File: src/rtl/ps2_pkg.sv
// Shared types and Set-2 byte constants for the PS/2 scan-code decoder.
// Holds the event record, the prefix FSM states and the device-byte classifier.
package ps2_pkg;

    typedef struct packed {
        logic [7:0] code;
        logic       ext;
        logic       brk;
    } ps2_evt_t;

    typedef enum logic [2:0] {
        ST_IDLE,
        ST_EXT,
        ST_BRK,
        ST_EXT_BRK,
        ST_PAUSE
    } ps2_state_t;

    localparam logic [7:0] PS2_E0       = 8'hE0;
    localparam logic [7:0] PS2_F0       = 8'hF0;
    localparam logic [7:0] PS2_E1       = 8'hE1;

    localparam logic [7:0] DEV_BAT_OK   = 8'hAA;
    localparam logic [7:0] DEV_ACK      = 8'hFA;
    localparam logic [7:0] DEV_ECHO     = 8'hEE;
    localparam logic [7:0] DEV_BAT_ERR  = 8'hFC;
    localparam logic [7:0] DEV_ERR_00   = 8'h00;
    localparam logic [7:0] DEV_ERR_FF   = 8'hFF;

    localparam logic [7:0] KEY_SHIFT_L  = 8'h12;
    localparam logic [7:0] KEY_SHIFT_R  = 8'h59;
    localparam logic [7:0] KEY_CTRL     = 8'h14;
    localparam logic [7:0] KEY_ALT      = 8'h11;
    localparam logic [7:0] KEY_PAUSE    = 8'h77;

    // Pause is E1 followed by seven more bytes that carry no key information.
    localparam logic [2:0] PAUSE_SKIP   = 3'd7;

    function automatic logic is_dev_byte(input logic [7:0] b);
        return (b == DEV_BAT_OK)  || (b == DEV_ACK)    || (b == DEV_ECHO) ||
               (b == DEV_BAT_ERR) || (b == DEV_ERR_00) || (b == DEV_ERR_FF);
    endfunction

endpackage

File: src/rtl/ps2_evt_fifo.sv
// Synchronous event FIFO; write visible at the read port one cycle after push.
// Push while full is refused unless a pop happens in the same cycle.
module ps2_evt_fifo
    import ps2_pkg::*;
#(
    parameter int FIFO_DEPTH = 4
) (
    input  logic     clk,
    input  logic     rst_n,
    input  logic     push,
    input  ps2_evt_t push_dat,
    input  logic     pop,
    output ps2_evt_t pop_dat,
    output logic     full,
    output logic     empty
);

    localparam int AW = $clog2(FIFO_DEPTH);
    localparam int PW = AW + 1;

    ps2_evt_t        mem [FIFO_DEPTH];
    logic [PW-1:0]   wr_ptr;
    logic [PW-1:0]   rd_ptr;
    logic            do_push;
    logic            do_pop;

    assign empty   = (wr_ptr == rd_ptr);
    assign full    = (wr_ptr[AW] != rd_ptr[AW]) && (wr_ptr[AW-1:0] == rd_ptr[AW-1:0]);
    assign do_pop  = pop && !empty;
    assign do_push = push && (!full || do_pop);

    always_ff @(posedge clk) begin
        if (!rst_n) begin
            wr_ptr <= '0;
            rd_ptr <= '0;
        end else begin
            if (do_push) begin
                wr_ptr <= wr_ptr + PW'(1);
            end
            if (do_pop) begin
                rd_ptr <= rd_ptr + PW'(1);
            end
        end
    end

    always_ff @(posedge clk) begin
        if (do_push) begin
            mem[wr_ptr[AW-1:0]] <= push_dat;
        end
    end

    // Storage is not reset, so mask the head while empty to present zeros.
    assign pop_dat = empty ? '0 : mem[rd_ptr[AW-1:0]];

endmodule

File: src/rtl/ps2_scancode_decoder.sv
// Set-2 scan-code decoder: prefix FSM, modifier tracking and buffered key events.
// Latency: byte in cycle N -> event/modifiers/pulses visible in N+1; events wait in FIFO under evt_ready backpressure.
module ps2_scancode_decoder
    import ps2_pkg::*;
#(
    parameter int FIFO_DEPTH = 4
) (
    input  logic       clk,
    input  logic       rst_n,
    input  logic       code_valid,
    input  logic [7:0] code,
    output logic       evt_valid,
    input  logic       evt_ready,
    output logic [7:0] evt_code,
    output logic       evt_ext,
    output logic       evt_break,
    output logic       mod_shift,
    output logic       mod_ctrl,
    output logic       mod_alt,
    output logic       overflow,
    output logic       dev_msg
);

    ps2_state_t state;
    ps2_state_t state_nxt;
    logic [2:0] skip_cnt;
    logic [2:0] skip_nxt;

    logic       dec_push;
    ps2_evt_t   dec_evt;
    logic       dev_det;

    logic       lshift, rshift, lctrl, rctrl, lalt, ralt;
    logic       lshift_nxt, rshift_nxt, lctrl_nxt, rctrl_nxt, lalt_nxt, ralt_nxt;

    ps2_evt_t   head_evt;
    logic       fifo_full;
    logic       fifo_empty;
    logic       fifo_pop;

    always_ff @(posedge clk) begin
        if (!rst_n) begin
            state    <= ST_IDLE;
            skip_cnt <= '0;
        end else begin
            state    <= state_nxt;
            skip_cnt <= skip_nxt;
        end
    end

    always_comb begin
        state_nxt = state;
        skip_nxt  = skip_cnt;
        dec_push  = 1'b0;
        dec_evt   = '0;
        dev_det   = 1'b0;
        if (code_valid) begin
            case (state)
                ST_IDLE: begin
                    if (code == PS2_E0) begin
                        state_nxt = ST_EXT;
                    end else if (code == PS2_F0) begin
                        state_nxt = ST_BRK;
                    end else if (code == PS2_E1) begin
                        state_nxt = ST_PAUSE;
                        skip_nxt  = PAUSE_SKIP;
                    end else if (is_dev_byte(code)) begin
                        dev_det   = 1'b1;
                    end else begin
                        dec_push  = 1'b1;
                        dec_evt   = '{code: code, ext: 1'b0, brk: 1'b0};
                    end
                end
                ST_EXT: begin
                    if (is_dev_byte(code)) begin
                        dev_det   = 1'b1;
                        state_nxt = ST_IDLE;
                    end else if (code == PS2_F0) begin
                        state_nxt = ST_EXT_BRK;
                    end else if (code != PS2_E0) begin
                        dec_push  = 1'b1;
                        dec_evt   = '{code: code, ext: 1'b1, brk: 1'b0};
                        state_nxt = ST_IDLE;
                    end
                end
                ST_BRK, ST_EXT_BRK: begin
                    state_nxt = ST_IDLE;
                    if (is_dev_byte(code)) begin
                        dev_det  = 1'b1;
                    end else begin
                        dec_push = 1'b1;
                        dec_evt  = '{code: code, ext: (state == ST_EXT_BRK), brk: 1'b1};
                    end
                end
                ST_PAUSE: begin
                    // Payload bytes are opaque; only their count matters.
                    skip_nxt = skip_cnt - 3'd1;
                    if (skip_cnt == 3'd1) begin
                        dec_push  = 1'b1;
                        dec_evt   = '{code: KEY_PAUSE, ext: 1'b1, brk: 1'b0};
                        state_nxt = ST_IDLE;
                    end
                end
                default: begin
                    state_nxt = ST_IDLE;
                    skip_nxt  = '0;
                end
            endcase
        end
    end

    // Modifiers follow decoded events even when the FIFO drops them; E0 12/59 are ignored.
    always_comb begin
        lshift_nxt = lshift;
        rshift_nxt = rshift;
        lctrl_nxt  = lctrl;
        rctrl_nxt  = rctrl;
        lalt_nxt   = lalt;
        ralt_nxt   = ralt;
        if (dec_push) begin
            if (!dec_evt.ext) begin
                case (dec_evt.code)
                    KEY_SHIFT_L: lshift_nxt = !dec_evt.brk;
                    KEY_SHIFT_R: rshift_nxt = !dec_evt.brk;
                    KEY_CTRL:    lctrl_nxt  = !dec_evt.brk;
                    KEY_ALT:     lalt_nxt   = !dec_evt.brk;
                    default:     ;
                endcase
            end else begin
                case (dec_evt.code)
                    KEY_CTRL:    rctrl_nxt  = !dec_evt.brk;
                    KEY_ALT:     ralt_nxt   = !dec_evt.brk;
                    default:     ;
                endcase
            end
        end
    end

    always_ff @(posedge clk) begin
        if (!rst_n) begin
            lshift   <= 1'b0;
            rshift   <= 1'b0;
            lctrl    <= 1'b0;
            rctrl    <= 1'b0;
            lalt     <= 1'b0;
            ralt     <= 1'b0;
            overflow <= 1'b0;
            dev_msg  <= 1'b0;
        end else begin
            lshift   <= lshift_nxt;
            rshift   <= rshift_nxt;
            lctrl    <= lctrl_nxt;
            rctrl    <= rctrl_nxt;
            lalt     <= lalt_nxt;
            ralt     <= ralt_nxt;
            overflow <= dec_push && fifo_full && !fifo_pop;
            dev_msg  <= dev_det;
        end
    end

    assign fifo_pop = evt_ready && !fifo_empty;

    ps2_evt_fifo #(
        .FIFO_DEPTH (FIFO_DEPTH)
    ) u_evt_fifo (
        .clk      (clk),
        .rst_n    (rst_n),
        .push     (dec_push),
        .push_dat (dec_evt),
        .pop      (fifo_pop),
        .pop_dat  (head_evt),
        .full     (fifo_full),
        .empty    (fifo_empty)
    );

    assign evt_valid = !fifo_empty;
    assign evt_code  = head_evt.code;
    assign evt_ext   = head_evt.ext;
    assign evt_break = head_evt.brk;
    assign mod_shift = lshift || rshift;
    assign mod_ctrl  = lctrl || rctrl;
    assign mod_alt   = lalt || ralt;

endmodule

File: config.mk
export PLATFORM = sky130hd
export DESIGN_NAME = ps2_scancode_decoder
export DESIGN_NICKNAME = d
export VERILOG_FILES = /design/src/rtl/ps2_pkg.sv /design/src/rtl/ps2_evt_fifo.sv /design/src/rtl/ps2_scancode_decoder.sv
export SDC_FILE = /design/constraint.sdc
export NUM_CORES = 1
export LEC_CHECK = 0
export ABC_CLOCK_PERIOD_IN_PS = 2550
export CORE_MARGIN = 8
export CORE_UTILIZATION = 51
export DETAILED_ROUTE_END_ITERATION = 6
export PLACE_DENSITY_LB_ADDON = 0.08
export SYNTH_ARGS = -nofsm -noshare
export SYNTH_HDL_FRONTEND = slang
export SYNTH_SLANG_ARGS = --single-unit
export TNS_END_PERCENT = 30
File: constraint.sdc
create_clock -name clk -period 2.55 [get_ports clk]
set_clock_uncertainty 0.1 [all_clocks]
set_input_delay 0.51 -clock clk [delete_from_list [all_inputs] [get_ports clk]]
set_output_delay 0.51 -clock clk [all_outputs]
set_load 0.03 [all_outputs]
# Word-level counts from Yosys, hierarchy flattened
# Memories as Yosys holds them, arrays and structs flattened. A register that Yosys moved wholly into a read port is not among the register bits.
# Index checks and enable logic that the tools add are counted.
[totals]
wordCells = 120
n_memories = 1
ramBits = 40
romBits = 0
latch_bits = 0
reg_bits = 20
[op_classes]
mul = 0
n_bitwise = 2
mux = 43
n_reduce_logical = 32
eq_ne = 27
n_lt_le_gt_ge = 0
n_div = 0
shift = 0
addsub = 3
[mem_list]
columns = ["memory", "depth", "width", "read_ports", "rd_ports_with_merged_regs", "wr", "line", "source"]
rows = [
  ["u_evt_fifo.mem", 4, 10, 1, 1, 1, "ps2_evt_fifo.sv:21", "ps2_evt_t mem [FIFO_DEPTH];"],
]
[op_table]
columns = ["cell", "count"]
rows = [
  ["$mux 10", 10],
  ["$eq 8x8->1 const B", 8],
  ["$pmux 10 s4", 1],
  ["$mux 3", 10],
  ["$eq 8x5->1 const B", 3],
  ["$pmux 3 s3", 2],
  ["$reduce_and 3->1", 6],
  ["$mux 1", 15],
  ["$logic_or 1x1->1", 9],
  ["$mux 9", 1],
  ["$eq 8x7->1 const B", 1],
  ["$logic_not 8->1", 1],
  ["$ne 2x2->1 const B", 4],
  ["$ne 4x4->1 const B", 2],
  ["$ne 8x8->1 const B", 1],
  ["$add 3x1->3 const B", 2],
  ["$eq 3x1->1 const B", 2],
  ["$eq 3x2->1 const B", 2],
  ["$logic_and 1x1->1", 6],
  ["$reduce_and 5->1", 1],
  ["$logic_not 1->1", 4],
  ["$mux 2", 2],
  ["$pmux 1 s4", 1],
  ["$reduce_and 4->1", 1],
  ["11 further kinds", 12],
]

# Depth between registers and ports, before layout
[logic_depth]
ltp_word = 15
mapped_depth = 9
mapped_depth_nobuf = 8

# Modules after synthesis
# A second synthesis with hierarchy kept.
[hier_totals]
cells_unflattened = 273
hier_area_um2 = 3164.3
[modules_own_cells]
columns = ["mod", "seq_area_each_um2", "n_inst", "area_each_um2", "cells_each"]
rows = [
  ["ps2_evt_fifo", 1361.3, 1, 1991.9, 116],
  ["ps2_scancode_decoder", 280.3, 1, 1172.4, 157],
]

# Worst setup path after synthesis
# No wires, ideal clock.
[synth_timing]
path_type = "input to register"
startpoint = "input code[2]"
endpoint = "memory u_evt_fifo.mem[3][0] (netlist name) (enable)"
required_ns = 2.053
path_slack_ns = -0.215
arrival_time_ns = 2.267
stages = 7
n_path_buf = 2
cell_sequence = "buf_6 or3_1 buf_2 nor4_1 nor3_1 nand4_1 a21boi_0"
[synth_between]
elab_chain_len = 15
elab_cells_between_ends = 27
classes_between = "9 x eq/ne; 11 x mux; 7 x reduce/logical"
[synth_rtl]
columns = ["item", "line", "source"]
rows = [
  ["from (decl)", "ps2_scancode_decoder.sv:11", "input logic [7:0] code,"],
  ["$eq 8x8->1", "ps2_pkg.sv:40", "return (b == DEV_BAT_OK) || (b == DEV_ACK) || (b == DEV_ECHO) ||"],
  ["$logic_or 1x1->1 (3 in series)", "ps2_pkg.sv:40", ""],
  ["$logic_or 1x1->1 (2 in series)", "ps2_pkg.sv:41", "(b == DEV_BAT_ERR) || (b == DEV_ERR_00) || (b == DEV_ERR_FF);"],
  ["$mux 1", "ps2_scancode_decoder.sv:67, ps2_scancode_decoder.sv:88", ""],
  ["$mux 1", "ps2_scancode_decoder.sv:64", "end else if (code == PS2_E1) begin"],
  ["$mux 1", "ps2_scancode_decoder.sv:62", "end else if (code == PS2_F0) begin"],
  ["$mux 1", "ps2_scancode_decoder.sv:60", "if (code == PS2_E0) begin"],
  ["$pmux 1 s4 *", "ps2_scancode_decoder.sv:58", "case (state)"],
  ["$mux 1 *", "ps2_scancode_decoder.sv:57", "if (code_valid) begin"],
  ["$logic_and 1x1->1 *", "ps2_evt_fifo.sv:30", "assign do_push = push && (!full || do_pop);"],
  ["$mux 1 *", "ps2_evt_fifo.sv:47", "if (do_push) begin"],
  ["$mux 1 (implied by the code) *", "ps2_evt_fifo.sv:48", "mem[wr_ptr[AW-1:0]] <= push_dat;"],
  ["to (decl)", "ps2_evt_fifo.sv:21", ""],
]
# Every way passes the cells marked *; elsewhere a longest branch is shown, timed or not.

==> qor.yml <==
worst_setup_path:
  worstReg2RegEnd: "skip_cnt[1]"
  regToRegStartpoint: "state[1]"
  critical_path_arrival_ns: 1.88
  end_kind: "output pin"
  critPathLaunchType: "flip-flop"
  reg2reg_slack_ns: 0.38
  max_stage_delay_ns: 0.51
  worstPathCellList: "buf_12, mux4_2, and2_1, dlygate4sd2_1"
  criticalPathCategory: "flip-flop to output pin"
  worstRegToRegCells: 6
  required_ns: 1.94
  cp_max_fo: 10
  cp_slowest_cell: "mux4_2"
logic_synthesis:
  synth_edf_count: 40
  ys_seq_area_share_pct: 54.9
  syn-instance-count: 244
  syn_nets: 263
  syn_avg_cell_area_sq_um: 12.2
  ys_ff_latch: 62
  yosysWarnings: 0
  netlist_area_sq_um: 2990
  synth.distinct_cells: 50
  synthFlopType: "edfxtp_1"
  ys_async_sr_fraction_pct: 0
timing:
  setup_viol_count_final: 0
  rsz0062_at_grt: "false"
  hold_violations: 0
  setup_tns_ns: 0
  slew_headroom_pct: 62.5
  tightest_slew_ns: 0.557
  fin_crit_ns: 2.49
  max_freq_ghz: 0.402
  slew_viol_final: 0
  period_share_pct: 97.6
placed_design:
  placed_area_sq_um: 3640
  numPortBuffers: 27
  place.gp.congestion: 0.919
  dp_hpwl_microns: 4470
  placed_cells: 373
pwr:
  pwr-share-seq_pct: 43.6
  switching_share_pct: 28.8
  intPower_uw: 1860
  power.switching_uw: 752
  p_leak_uw: 0.00152
  pwr-share-comb_pct: 24.5
  vdd_drop_max_mv: 0.371
  totalPowerFinal_uw: 2610
  power_density_nw_per_um2: 675
  clkPwrFrac_pct: 31.9
final_layout:
  drive_above_1_share_pct: 28.7
  multiInputGateArea_sq_um: 1320
  syn2layout_area_growth_pct: 29.7
  final_cell_mix: "edfxtp_1, buf_4, nand2_1"
  register_area_sq_um: 1640
  final_cells: 389
  layout_commonest_cell: "edfxtp_1"
  nNetsFinal: 328
  postLayoutCoreUtil_pct: 67.0
  final_area_sq_um: 3870
  fillCellCount: 445
  antennaDiodeCount: 0
grt:
  grt_max_degree: 14
  grt_pass1_wl_microns: 10500
  grt_util_all_layers_pct: 15.8
  antenna_found_initial: 0
  grt_pass1_vias: 2150
  grt-ovfl-total: 0
run:
  drv_cap: 0
drt:
  routed_wl_microns: 6270
  first_pass_iters: 4
  antenna_left: 0
  num_vias: 2085
  drcViolationCount: 0
  wl_per_cell_microns: 16.1
  first_iter_violations: 77
  vias_per_cell: 5.36
clock_tree:
  cts_tree: "yes"
  cts.sinks: 62
  clkLatencyLatePin_ns: 0.33
  cts_buffer_depth: 2
  numCtsBuffers: 9
  cts_max_level: 3
  clockRootBuffer: "clkbuf_8"
  hold_buffers: 0
  clkTransAtPathRegs_ns: 0.07
  cts_setup_buffers: 0
floorplanning:
  io-pin-count: 28
  die_area_sq_um: 8560
  die_y_microns: 92.5
  die_x_microns: 92.5
  start_util_pct: 51.7
  fp-row-count: 28
  core_area_sq_um: 5780
hold_path:
  min_path_cells: 2
  holdPathEnd: "lctrl"
  worstHoldStart: "lctrl"
  hp-class: "flip-flop to flip-flop"
run_status:
  status: "complete, no violations"
[worst max-delay path, delay by kind of cell (launching register included)]
kind	cells	cell delay [ns]
multiplexers	1	0.51
buffers and inverters	2	0.51
AND/OR/NAND/NOR	1	0.17
flip-flops	1	0.36
[worst max-delay path by stage]
| stage | from | endpoint | slack (ns) | cells after the start |
|---|---|---|---|---|
| finish | flip-flop | evt_code[4] | 0.06 | 4 |
| global placement | code[2] | lalt | -0.52 | 7 |
| detailed placement | code[2] | lshift | -0.58 | 7 |
| floorplan | code[2] | lalt | -0.14 | 8 |
| global route | flip-flop | evt_code[4] | 0.008 | 4 |
| CTS | code[1] | u_evt_fifo.mem[1][8] | 0.02 | 7 |
[state kept, by name, summed over array words and instances, names as in the netlist, named ones only]
register and cells:
rshift 1, overflow 1, u_evt_fifo.wr_ptr 3, state 3
skip_cnt 3, lctrl 1, rctrl 1, u_evt_fifo.rd_ptr 3
ralt 1, u_evt_fifo.mem 40, lshift 1, lalt 1
dev_msg 1
[cell families after synthesis]
group	share of synthesized area, %
AO/OA/AOI/OAI	7.83
XOR/XNOR	2.05
adder cells (fa/ha/maj)	2.93
buffers and inverters	3.01
flip-flops	54.9
multiplexers	10.6
AND/OR/NAND/NOR	18.7
[Yosys cell counts (all sizes together) (5+ instances only)]
library cell / number / area, sq um
nand3: 8 / 45.0
mux4: 10 / 225
clkbuf: 5 / 18.8
mux2i: 9 / 90.1
nand2: 29 / 109
nor2: 6 / 22.5
nand2b: 5 / 31.3
and2: 18 / 114
buf: 7 / 45.0
ha: 7 / 87.6
edfxtp: 40 / 1200
inv: 7 / 26.3
a21boi: 5 / 37.5
dfxtp: 22 / 440
xnor2: 5 / 43.8
[repair_timing]
item / CTS / global route
pin swaps: 3 / 5
endpoints found under the setup margin: 91 / 80
resized for setup: 18 / 11
endpoints found under the hold margin: 0 / 0
[metrics by stage]
step | hold WS [ns] | worst slack, ns
2_1_floorplan | 0.329 | -0.135
3_3_place_gp | 0.345 | -0.521
3_5_place_dp | 0.347 | -0.579
4_1_cts | 0.356 | 0.0209
5_1_grt | 0.381 | 0.00769
6_report | 0.358 | 0.0613
[power by group through the flow]
| stage | Sequential [uW] | Combinational, uW | Clock [uW] |
|---|---|---|---|
| final | 1140 | 641 | 834 |
| after global routing | 1140 | 695 | 888 |
| after CTS | 1140 | 645 | 851 |
| after detailed placement | 1160 | 681 | 0 |
| after global placement | 1160 | 675 | 0 |
| after floorplan | 1160 | 398 | 0 |
[layout make-up]
type	instances	share of cell area, %
Clock buffer	10	3.29
Clock inverter	6	1.61
Tap cell	75	2.42
Sequential cell	62	42.4
Multi-Input combinational cell	163	34.0
Inverter	7	0.678
Timing Repair Buffer	66	15.7
[routing by layer]
layer	wire length [microns]	vias up	part of all wire, %	global-route usage, %
li1	-	1036	-	-
met1	2830	976	45	18.9
met2	2980	57	47	25.3
met3	292	16	4.7	3.32
met4	173	0	2.8	10.5
met5	0	-	0	0
(Power assumes the default switching activity.)
